==> config.mk <==
export PLATFORM = sky130hd
export DESIGN_NAME = bus_xfer_sequencer
export DESIGN_NICKNAME = d
export VERILOG_FILES = /design/src/rtl/bus_xfer_sequencer_pkg.sv /design/src/rtl/bus_req_fifo.sv /design/src/rtl/bus_xfer_sequencer.sv
export SDC_FILE = /design/constraint.sdc
export NUM_CORES = 1
export LEC_CHECK = 0
export ABC_AREA = 1
export BUFFER_PORTS_ARGS = -buffer_cell sky130_fd_sc_hd__buf_4
export CAP_MARGIN = 10
export CORE_MARGIN = 3
export CORE_UTILIZATION = 40
export DETAILED_ROUTE_END_ITERATION = 16
export PLACE_DENSITY = 0.69
export SYNTH_ARGS = -nofsm -noshare
export SYNTH_HDL_FRONTEND = slang
export SYNTH_SLANG_ARGS = --single-unit
==> constraint.sdc <==
create_clock -name clk -period 2.04 [get_ports clk]
set_input_delay 0.408 -clock clk [delete_from_list [all_inputs] [get_ports clk]]
set_output_delay 0.408 -clock clk [all_outputs]
set_load 0.01 [all_outputs]
==> src/rtl/bus_xfer_sequencer_pkg.sv <==
// Shared definitions for the register-bus transfer sequencer: default geometry and FSM encoding.
package bus_xfer_sequencer_pkg;
  localparam int NUM_SRC_DEF = 13;
  localparam int DATA_W_DEF  = 16;
  localparam int SEL_W_DEF   = 4;

  typedef enum logic [1:0] {
    IDLE   = 2'd0,
    SETTLE = 2'd1,
    LOAD   = 2'd2
  } state_t;
endpackage

==> src/rtl/bus_req_fifo.sv <==
// Synchronous request FIFO with registered occupancy count; read data is the current head.
module bus_req_fifo #(
  parameter int W     = 8,
  parameter int DEPTH = 4
) (
  input  logic                       clk,
  input  logic                       rst_n,
  input  logic                       push,
  input  logic [W-1:0]               wdata,
  input  logic                       pop,
  output logic [W-1:0]               rdata,
  output logic                       full,
  output logic                       empty,
  output logic [$clog2(DEPTH):0]     count
);
  localparam int AW = $clog2(DEPTH);

  logic [W-1:0]  mem [DEPTH];
  logic [AW-1:0] wr_ptr, rd_ptr;
  logic          do_push, do_pop;

  assign full    = (count == (AW+1)'(DEPTH));
  assign empty   = (count == '0);
  assign do_push = push && !full;
  assign do_pop  = pop && !empty;
  assign rdata   = mem[rd_ptr];

  always_ff @(posedge clk) begin
    if (!rst_n) begin
      wr_ptr <= '0;
      rd_ptr <= '0;
      count  <= '0;
    end else begin
      if (do_push) wr_ptr <= wr_ptr + 1'b1;
      if (do_pop)  rd_ptr <= rd_ptr + 1'b1;
      count <= count + (AW+1)'(do_push) - (AW+1)'(do_pop);
    end
  end

  // Storage needs no reset; occupancy alone defines validity.
  always_ff @(posedge clk) begin
    if (do_push) mem[wr_ptr] <= wdata;
  end
endmodule

==> src/rtl/bus_xfer_sequencer.sv <==
// Sequences queued src->dst register transfers through the bus mux: select, settle, capture, load pulse.
module bus_xfer_sequencer
  import bus_xfer_sequencer_pkg::*;
#(
  parameter int NUM_SRC    = NUM_SRC_DEF,
  parameter int DATA_W     = DATA_W_DEF,
  parameter int SEL_W      = SEL_W_DEF,
  parameter int FIFO_DEPTH = 4,
  parameter int SETTLE_CYC = 1
) (
  input  logic               clk,
  input  logic               rst_n,
  input  logic               req_valid,
  output logic               req_ready,
  input  logic [SEL_W-1:0]   req_src,
  input  logic [SEL_W-1:0]   req_dst,
  output logic [SEL_W-1:0]   mux_sel,
  input  logic [DATA_W-1:0]  bus_in,
  output logic [NUM_SRC-1:0] ld_en,
  output logic [DATA_W-1:0]  ld_data,
  output logic               done,
  output logic               err_illegal,
  output logic               busy
);
  localparam int QW = $clog2(FIFO_DEPTH) + 1;
  localparam int CW = (SETTLE_CYC > 1) ? $clog2(SETTLE_CYC) : 1;

  state_t             state_q, state_d;
  logic [SEL_W-1:0]   dst_q, dst_d, mux_sel_d;
  logic [CW-1:0]      cnt_q, cnt_d;
  logic [NUM_SRC-1:0] ld_en_d;
  logic [DATA_W-1:0]  ld_data_d;
  logic               done_d, err_d, busy_d;

  logic               push, pop, q_full, q_empty, head_ok;
  logic [QW-1:0]      q_count, q_cnt_nxt;
  logic [SEL_W-1:0]   hsrc, hdst;
  logic [2*SEL_W-1:0] q_rdata;

  // Ready comes from the registered count only: no pass-through when full.
  assign req_ready = !q_full;
  assign push      = req_valid && req_ready;
  assign {hsrc, hdst} = q_rdata;
  assign head_ok   = (int'(hsrc) < NUM_SRC) && (int'(hdst) < NUM_SRC);
  assign q_cnt_nxt = q_count + QW'(push) - QW'(pop);

  bus_req_fifo #(.W(2*SEL_W), .DEPTH(FIFO_DEPTH)) u_fifo (
    .clk   (clk),
    .rst_n (rst_n),
    .push  (push),
    .wdata ({req_src, req_dst}),
    .pop   (pop),
    .rdata (q_rdata),
    .full  (q_full),
    .empty (q_empty),
    .count (q_count)
  );

  always_comb begin
    state_d   = state_q;
    mux_sel_d = mux_sel;
    dst_d     = dst_q;
    cnt_d     = cnt_q;
    ld_en_d   = '0;
    ld_data_d = ld_data;
    done_d    = 1'b0;
    err_d     = 1'b0;
    pop       = 1'b0;
    unique case (state_q)
      IDLE, LOAD: begin
        // LOAD pops directly so legal transfers run back to back.
        state_d = IDLE;
        if (!q_empty) begin
          pop = 1'b1;
          if (head_ok) begin
            mux_sel_d = hsrc;
            dst_d     = hdst;
            cnt_d     = CW'(SETTLE_CYC - 1);
            state_d   = SETTLE;
          end else begin
            err_d = 1'b1;
          end
        end
      end
      SETTLE: begin
        if (cnt_q != '0) begin
          cnt_d = cnt_q - 1'b1;
        end else begin
          ld_data_d = bus_in;
          ld_en_d   = NUM_SRC'(1) << dst_q;
          done_d    = 1'b1;
          state_d   = LOAD;
        end
      end
      default: state_d = IDLE;
    endcase
    busy_d = (state_d != IDLE) || (q_cnt_nxt != '0);
  end

  always_ff @(posedge clk) begin
    if (!rst_n) begin
      state_q     <= IDLE;
      dst_q       <= '0;
      cnt_q       <= '0;
      mux_sel     <= '0;
      ld_en       <= '0;
      ld_data     <= '0;
      done        <= 1'b0;
      err_illegal <= 1'b0;
      busy        <= 1'b0;
    end else begin
      state_q     <= state_d;
      dst_q       <= dst_d;
      cnt_q       <= cnt_d;
      mux_sel     <= mux_sel_d;
      ld_en       <= ld_en_d;
      ld_data     <= ld_data_d;
      done        <= done_d;
      err_illegal <= err_d;
      busy        <= busy_d;
    end
  end
endmodule

==> reports/metrics.yaml, run 1 <==
floorplan:
  num_io_pins: 64
  die_area_um2: 9230
  initial_core_util: 0.416
  rows: 32
  fp.coreArea_um2: 7810
  chipWidth_um: 96.1
  die_height_um: 96.1
timing:
  slew_headroom: 0.792
  fin_crit_sh: 0.957
  clock.fmax_mhz: 512
  finalHoldViolations: 0
  setup_ws_ns: 0.0879
  maxSlewViolCount: 0
  rsz0062_at_grt: "yes"
  worstMarginPinSlew_ns: 0.309
  clock_skew_ns: 0.00614
  fin_crit_ns: 1.95
  finalSetupViolCount: 0
clock_tree:
  clk_latency_ns: 0.35
  postCtsSetupBuffers: 0
  cts_hold_buf: 0
  cts_root_buf: "clkbuf_8"
  cts_sinks: 83
  htreeDepth: 3
  numCtsBuffers: 9
  path_clk_slew_ns: 0.09
  cts_tree: "yes"
  cts_buffer_depth: 2
worst_hold_path:
  holdCritStartpoint: "req_dst[0]"
  min_to: "u_fifo.mem[3][0]$_DFFE_PP_"
  min_path_cells: 1
  holdCritPathClass: "input pin to flop"
critical_path:
  path_cells: "nor3_4 > nor2_1 > ha_1 > inv_1 > ha_2 > fa_2 > xor2_1 > nor2_1 > nand2_1 > nand2_1 > o21ai_1"
  crit_slowest_cell: "dfxtp_2"
  max_stage_delay_ns: 0.34
  reg2regPathDepth: 11
  r2r-end: "busy$_SDFF_PN0_"
  crit_type: "flop to flop"
  critPathRequiredTime_ns: 2.28
  crit_path_start_kind: "flop"
  cp_max_fo: 2
  r2r-start: "u_fifo.count[0]$_SDFF_PN0_"
  timing.critical_path.buf_inv: 1
  cp_top_family: "adder cells"
  arrival_ns: 2.19
  cp-end-kind: "flop"
  regToRegSetupSlack_ns: 0.09
global_route:
  grt_pass1_vias: 2150
  antenna_found_initial: 0
  grt_pass1_wl_mm: 9.61
  grt_start_max_net_pins: 33
  grt-ovfl-total: 0
  grt_usage: 0.137
yosys:
  synth_top_cell_area_share: 0.315
  yosys_warnings: 0
  avgSynthCellArea_um2: 9.49
  ys_seq_elements: 83
  ys_types: 27
  syn_area_um2: 3240
  yosysTopAreaCell: "dfxtp_1"
  synth.net_count: 379
  ys_top_cells_by_area: "dfxtp_1, edfxtp_1, nor2_1, nand2_1, inv_1"
  netlist_instances: 342
  ys_seq_area_frac: 0.611
flow_run:
  max_cap_viol_count: 0
placement:
  dp_slack_ns: -0.0361
  portBuffers: 63
  hpwlAfterDp_mm: 4.16
  place_congestion: 0.761
cells_and_area:
  multiInputGateArea_um2: 1060
  seq_area_um2: 1980
  final_common_cell: "buf_4"
  syn2layout_area_growth_pct: 27.2
  diodes: 0
  nets: 454
  fillers: 699
  drive_above_1_share: 0.275
  most-common-layout-cells: "buf_4, nor2_1, nand2_1"
power_and_ir_drop:
  pwr-share-comb: 0.375
  cellLeakagePower_nw: 1.87
  p_seq_frac: 0.384
  vdd_drop_max_uv: 413
  p_switching_mw: 2.08
  power_mw: 5.87
  p_sw_frac: 0.353
  power_density_nw_per_um2: 1420
  clkPwrFrac: 0.242
  internal_power_mw: 3.80
routing:
  dr.pass1.iters: 4
  routed_wl_mm: 5.95
  avgRoutedWirePerCell_um: 11.4
  vias_per_cell: 4.47
  ant_nets: 0
  dr.first_iter.drc_count: 72
  vias: 2341
  drcViolationCount: 0
run_status:
  status: "finished clean"
==> what timing repair did <==
item,4_1_cts,5_1_grt
pin swaps,1,2
endpoints found under the setup margin,1,2
hold endpoints to repair,0,0
gates resized for setup,1,5
==> per-stage QoR <==
step                TNS [ns]   util  area, um^2  hold WS, ns  std cells
detailed placement   -0.0361  0.495        3860        0.457        508
global placement           0  0.495        3860        0.450        508
CTS                        0  0.527        4110        0.231        524
finish                     0  0.529        4130        0.255        524
global route          -0.119  0.529        4130        0.228        524
floorplan                  0      -        3240        0.436        342
==> cell type report <==
class / count / area share
multi-input combinational: 211 / 0.258
timing repair buffer: 74 / 0.135
clock buffer: 9 / 0.0300
clock inverter: 7 / 0.0297
sequential: 83 / 0.481
tap: 102 / 0.0309
inverter: 38 / 0.0358
==> metal layers <==
layer  track usage  up-vias  share of wire
met1         0.166     1046           0.43
met5             0        -              0
met2         0.226       48           0.51
met4        0.0569        0          0.012
met3        0.0430        6          0.053
li1              -     1241              -
==> kinds of logic after synthesis <==
group	count (synthesis)	synth area share
flops	83	0.611
xor+xnor	3	0.00810
compound gates	24	0.0370
fa+ha+maj	10	0.0432
buf+inv	48	0.0659
simple gates	174	0.235
==> cells in the mapped netlist <==
cell type,number
nor2_1,67
nand2_1,61
dfxtp_1,51
inv_1,33
edfxtp_1,32
nand3_1,20
o21ai_0,19
ha_1,8
nand2_2,8
nand4_1,5
nor3_1,5
a21oi_1,4
inv_2,4
nor2_2,4
buf_6,3
clkbuf_1,3
buf_2,2
fa_1,2
nand2_4,2
xnor2_1,2
buf_1,1
buf_4,1
inv_6,1
nand3_2,1
nand3_4,1
o21ai_1,1
xor2_1,1
==> flip-flops by register name (all words and copies together), names as in the netlist, named ones only <==
register / cells
u_fifo.wr_ptr: 2
busy: 1
u_fifo.rd_ptr: 2
dst_q: 4
u_fifo.count: 3
ld_data: 16
err_illegal: 1
ld_en: 13
mux_sel: 4
u_fifo.mem: 32
done: 1
state_q: 2
==> how the worst max path moves through the flow <==
stage	startpoint	endpoint	slack, ns	cells after the start
2_1_floorplan	u_fifo.count[1]$_SDFF_PN0_	busy$_SDFF_PN0_	0.05	11
3_3_place_gp	u_fifo.count[1]$_SDFF_PN0_	busy$_SDFF_PN0_	0.03	11
3_5_place_dp	u_fifo.count[1]$_SDFF_PN0_	busy$_SDFF_PN0_	-0.04	11
4_1_cts	u_fifo.count[2]$_SDFF_PN0_	busy$_SDFF_PN0_	0.0005	11
5_1_grt	u_fifo.count[0]$_SDFF_PN0_	busy$_SDFF_PN0_	-0.12	11
6_report	u_fifo.count[0]$_SDFF_PN0_	busy$_SDFF_PN0_	0.09	11
==> power groups by stage <==
stage,clock (mW),sequential [mW],combinational (mW)
floorplan,0,2.32,1.50
global placement,0,2.27,2.14
detailed placement,0,2.27,2.20
CTS,1.46,2.24,2.21
global route,1.53,2.30,2.55
finish,1.42,2.25,2.20
==> worst reg2reg max path, delay by kind of cell (launching register included) <==
| family | cells | cell delay, ns |
|---|---|---|
| XOR/XNOR | 1 | 0.17 |
| AND/OR/NAND/NOR | 5 | 0.46 |
| flip-flops | 1 | 0.34 |
| AO/OA/AOI/OAI | 1 | 0.06 |
| adder cells (fa/ha/maj) | 3 | 0.77 |
| buffers and inverters | 1 | 0.04 |
Power figures use the tool's default switching activity.
==> run 2: changes to the inputs <==
- CELL_PAD_IN_SITES_DETAIL_PLACEMENT: unset -> 2
- CELL_PAD_IN_SITES_GLOBAL_PLACEMENT: unset -> 2
- CORE_UTILIZATION: 40 -> 33
- MAX_ROUTING_LAYER: unset -> met4
- PLACE_DENSITY: 0.69 -> 0.84
- clock period: 2.04 -> 2.14 ns (I/O delays scaled with it)
==> run 2 against run 1 <==
Effect of this change:
- first-iteration DRC count up 18%
- sequential power is 2% lower
- wire length is 62% higher
- power is 0.90% higher
- setup slack got worse by 0.020 ns
- utilization shrank 8.5 points
- final cell count increased by 5.3%
- critical path depth unchanged
- clock power down 9%
- global-route usage grew 5.2 points
- sequential share of layout area down 0.37 points
- largest cell class unchanged
- largest power group is now combinational cells
==> reports/metrics.yaml, run 2 (synthesized netlist as in run 1, its figures left out) <==
run_status:
  status: "finished clean"
routing:
  vias: 2558
  avgRoutedWirePerCell_um: 17.5
  vias_per_cell: 4.63
  dr.first_iter.drc_count: 85
  routed_wl_mm: 9.65
  drcViolationCount: 0
  dr.pass1.iters: 4
  ant_nets: 0
floorplan:
  die_area_um2: 11100
  chipWidth_um: 105
  initial_core_util: 0.345
  fp.coreArea_um2: 9420
  die_height_um: 105
  num_io_pins: 64
  rows: 35
global_route:
  grt_pass1_vias: 2908
  antenna_found_initial: 0
  grt-ovfl-total: 0
  grt_usage: 0.189
  grt_start_max_net_pins: 33
  grt_pass1_wl_mm: 15.7
power_and_ir_drop:
  internal_power_mw: 3.57
  vdd_drop_max_uv: 477
  p_sw_frac: 0.398
  clkPwrFrac: 0.218
  pwr-share-comb: 0.410
  cellLeakagePower_nw: 1.86
  p_seq_frac: 0.372
  p_switching_mw: 2.36
  power_density_nw_per_um2: 1420
  power_mw: 5.93
timing:
  fin_crit_ns: 2.07
  clock.fmax_mhz: 483
  fin_crit_sh: 0.968
  finalHoldViolations: 0
  setup_ws_ns: 0.0675
  worstMarginPinSlew_ns: 0.356
  maxSlewViolCount: 0
  whs_ns: 0.253
  slew_headroom: 0.761
  finalSetupViolCount: 0
  rsz0062_at_grt: "yes"
  clock_skew_ns: 0.00657
critical_path:
  crit_type: "flop to flop"
  crit_path_start_kind: "flop"
  cp-end-kind: "flop"
  arrival_ns: 2.32
  path_cells: "nor3_4 > nor2_1 > ha_1 > inv_1 > ha_2 > fa_2 > xor2_1 > nor2_1 > nand2_1 > nand2_1 > o21ai_1"
  critPathRequiredTime_ns: 2.39
  regToRegSetupSlack_ns: 0.07
  crit_slowest_cell: "dfxtp_4"
  max_stage_delay_ns: 0.37
  cp_max_fo: 2
  timing.critical_path.buf_inv: 1
  cp_top_family: "adder cells"
cells_and_area:
  most-common-layout-cells: "buf_4, nor2_1, nand2_1"
  largest_reg_flops: 32
  drive_above_1_share: 0.286
  fin_area_um2: 4170
  finalCoreUtilization: 0.443
  largest_registers: "u_fifo.mem: 32 flops, ld_data: 16 flops, ld_en: 13 flops"
  nets: 455
  final_common_cell: "buf_4"
  top_register: "u_fifo.mem"
  syn2layout_area_growth_pct: 28.6
  diodes: 0
clock_tree:
  clk_latency_ns: 0.37
  cts_root_buf: "clkbuf_8"
  cts_hold_buf: 0
  cts_tree: "yes"
  numCtsBuffers: 9
  path_clk_slew_ns: 0.09
  cts_buffer_depth: 2
  htreeDepth: 3
  cts_sinks: 83
placement:
  place_area_um2: 3890
  hpwlAfterDp_mm: 6.19
  place_congestion: 0.778
  dp_slack_ns: -0.00540
  portBuffers: 63
worst_hold_path:
  holdCritPathClass: "input pin to flop"
flow_run:
  max_cap_viol_count: 0
## run 2: worst reg2reg max path: stages (launching register included)
cell and delay [ns]:
dfxtp_4 0.37, nor3_4 0.19, nor2_1 0.06, ha_1 0.27, inv_1 0.04, ha_2 0.17, fa_2 0.34, xor2_1 0.18
nor2_1 0.12, nand2_1 0.06, nand2_1 0.07, o21ai_1 0.08
## run 2: timing repair
item,4_1_cts,5_1_grt
setup endpoints to repair,1,3
buffers inserted,1,0
hold endpoints to repair,0,0
resized for setup,3,10
cloned,0,0
pin swaps,2,5
## run 2: cell type report
type,count,area (um^2)
fillers,1030,5240
well taps,129,161
clock buffers,9,124
clock inverters,7,100
multi-input cells,211,1080
flip-flops and latches,83,1990
repair buffers,75,563
inverters,38,148
## run 2: path summary, 6_finish.rpt
| path | from | to | depth (start not counted) |
|---|---|---|---|
| worst max register to register | u_fifo.count[0]$_SDFF_PN0_ | busy$_SDFF_PN0_ | 11 |
| worst max-delay path | u_fifo.count[0]$_SDFF_PN0_ | busy$_SDFF_PN0_ | 11 |
| worst min register to register | u_fifo.rd_ptr[1]$_SDFFE_PN0P_ | flop | 2 |
| worst min-delay path | req_dst[0] | u_fifo.mem[3][0]$_DFFE_PP_ | 1 |
## run 2: per-stage QoR
step | setup TNS (ns) | cells
floorplan | 0 | 342
global placement | 0 | 535
detailed placement | -0.00540 | 535
CTS | 0 | 552
global route | -0.0276 | 552
finish | 0 | 552
## run 2: power groups by stage
| stage | combinational, mW | sequential (mW) | clock, mW |
|---|---|---|---|
| 2_1_floorplan | 1.43 | 2.22 | 0 |
| 3_3_place_gp | 2.09 | 2.17 | 0 |
| 3_5_place_dp | 2.21 | 2.21 | 0 |
| 4_1_cts | 2.41 | 2.19 | 1.32 |
| 5_1_grt | 2.76 | 2.25 | 1.40 |
| 6_report | 2.43 | 2.20 | 1.29 |
## run 2: metal layers
layer  up-vias  GRT usage  part of all wire
li1       1239          -                 -
met1      1268      0.198              0.39
met2        37      0.355              0.57
met3        14     0.0358             0.018
met4         0     0.0628             0.019
met5         -          -                 0
==> run 3: changes to the inputs <==
- CORE_MARGIN: 3 -> 1.5
==> run 3 against run 2 <==
Effect of this change:
- wire length is 7.0% lower
- clock power is 22% higher
- clock skew is 0.0017 ns lower
- sequential cell count stayed put
- critical path type unchanged
- non-clock buffer count stayed put
- largest power group unchanged
- maximum frequency is 2.3% higher
- cell area is 0.69% higher
- utilization is 0.73 points lower
- power is 1.8% higher
==> reports/metrics.yaml, run 3 (synthesized netlist as in run 1, its figures left out) <==
routing:
  vias: 2490
  vias_per_cell: 4.49
  highest_layer: "met4"
  dr.pass1.iters: 3
  dr.first_iter.drc_count: 45
  drcViolationCount: 0
  dr_wl_met3_um: 220
  avgRoutedWirePerCell_um: 16.2
  wl_met2_mm: 5.05
  met1_length_mm: 3.53
  ant_nets: 0
  routed_wl_mm: 8.98
critical_path:
  path_depth: 11
  r2r-start: "u_fifo.count[2]$_SDFF_PN0_"
  reg2regPathDepth: 11
  arrival_ns: 2.27
  crit_slowest_cell: "dfxtp_2"
  crit_path_start_kind: "flop"
  timing.critical_path.buf_inv: 1
  cp_top_family: "adder cells"
  crit_type: "flop to flop"
  cp_max_fo: 3
  path_cells: "nor3_4 > nor2_1 > ha_1 > inv_1 > ha_1 > fa_2 > xor2_1 > nor2_1 > nand2_1 > nand2_1 > o21ai_1"
  cp-end-kind: "flop"
  cp-startpoint: "u_fifo.count[2]$_SDFF_PN0_"
  critPathRequiredTime_ns: 2.39
  max_stage_delay_ns: 0.35
worst_hold_path:
  holdCritStartpoint: "req_src[2]"
  holdCritPathClass: "input pin to flop"
  min_path_cells: 1
global_route:
  grt_pass1_wl_mm: 13.6
  grt_pass1_vias: 2678
  grt_start_max_net_pins: 33
  grt_usage: 0.186
  antenna_found_initial: 0
  grt-ovfl-total: 0
placement:
  place_congestion: 0.797
  portBuffers: 63
  hpwlAfterDp_mm: 6.27
  place_area_um2: 3910
  dp_cells: 540
timing:
  fin_crit_sh: 0.946
  finalHoldViolations: 0
  rsz0062_at_grt: "no"
  clock.fmax_mhz: 494
  maxSlewViolCount: 0
  slew_headroom: 0.630
  fin_crit_ns: 2.03
  tns_ns: 0
  finalSetupViolCount: 0
  worstMarginPinSlew_ns: 0.554
  clock_skew_ns: 0.00484
cells_and_area:
  nets: 455
  finalNonFillerCells: 555
  final_common_cell: "buf_4"
  drive_above_1_share: 0.270
  top_register: "u_fifo.mem"
  diodes: 0
  syn2layout_area_growth_pct: 29.5
  largest_registers: "u_fifo.mem: 32 flops, ld_data: 16 flops, ld_en: 13 flops"
  most-common-layout-cells: "buf_4, nor2_1, nand2_1"
  finalCoreUtilization: 0.436
  fin_area_um2: 4200
  largest_reg_flops: 32
floorplan:
  initial_core_util: 0.337
  die_area_um2: 10400
  num_io_pins: 64
  die_height_um: 102
  fp.coreArea_um2: 9640
  chipWidth_um: 102
  rows: 36
clock_tree:
  cts_tree: "yes"
  cts_root_buf: "clkbuf_8"
  htreeDepth: 3
  numCtsBuffers: 9
  cts_sinks: 83
  path_clk_slew_ns: 0.08
  cts_hold_buf: 0
  cts_buffer_depth: 2
  postCtsSetupBuffers: 0
  clk_latency_ns: 0.36
power_and_ir_drop:
  pwr-share-comb: 0.375
  power_density_nw_per_um2: 1440
  p_sw_frac: 0.360
  clkPwrFrac: 0.260
  internal_power_mw: 3.86
  p_switching_mw: 2.17
  power_mw: 6.03
  cellLeakagePower_nw: 1.90
  p_seq_frac: 0.365
  vdd_drop_max_uv: 492
run_status:
  status: "finished clean"
flow_run:
  max_cap_viol_count: 0
==> run 3: cell count changes in the layout (fill, tap and decap cells not counted), sizes merged <==
cell	change
bufinv	+3
inv	-1
clkinvlp	-3
clkbuf	+1
clkinv	-1
==> run 3: per-stage QoR <==
stage / hold WS [ns] / setup slack [ns]
after floorplan: 0.436 / 0.151
after global placement: 0.451 / 0.124
after detailed placement: 0.491 / -0.00149
after CTS: 0.248 / 0.0602
after global routing: 0.250 / 0.0252
final: 0.265 / 0.115
==> run 3: area by class of cell <==
type                    count  area, um^2
clock buffers              10         128
clock inverters             5         150
fillers                  1069        5440
inverters                  38         148
multi-input cells         211        1060
flip-flops and latches     83        1980
well taps                 133         166
repair buffers             75         563
==> run 3: final timing paths <==
check                                    end  slack, ns
hold reg to reg                         flop       0.51
setup / recovery             busy$_SDFF_PN0_       0.11
setup reg to reg             busy$_SDFF_PN0_       0.11
hold / removal    u_fifo.mem[2][6]$_DFFE_PP_       0.26
==> run 3: timing repair <==
action / 4_1_cts / 5_1_grt
pin swaps: 0 / 1
resized for setup: 1 / 4
setup endpoints to repair: 1 / 2
endpoints found under the hold margin: 0 / 0
==> run 3: per-layer routing <==
layer,track usage,vias up
li1,-,1238
met1,0.190,1197
met2,0.344,40
met3,0.0342,15
met4,0.0822,0
met5,-,-
==> run 3: power by group through the flow <==
stage	Clock [mW]	Combinational, mW	Sequential [mW]
3_3_place_gp	0	2.06	2.20
4_1_cts	1.60	2.29	2.20
3_5_place_dp	0	2.22	2.22
2_1_floorplan	0	1.43	2.22
6_report	1.57	2.27	2.20
5_1_grt	1.67	2.57	2.24
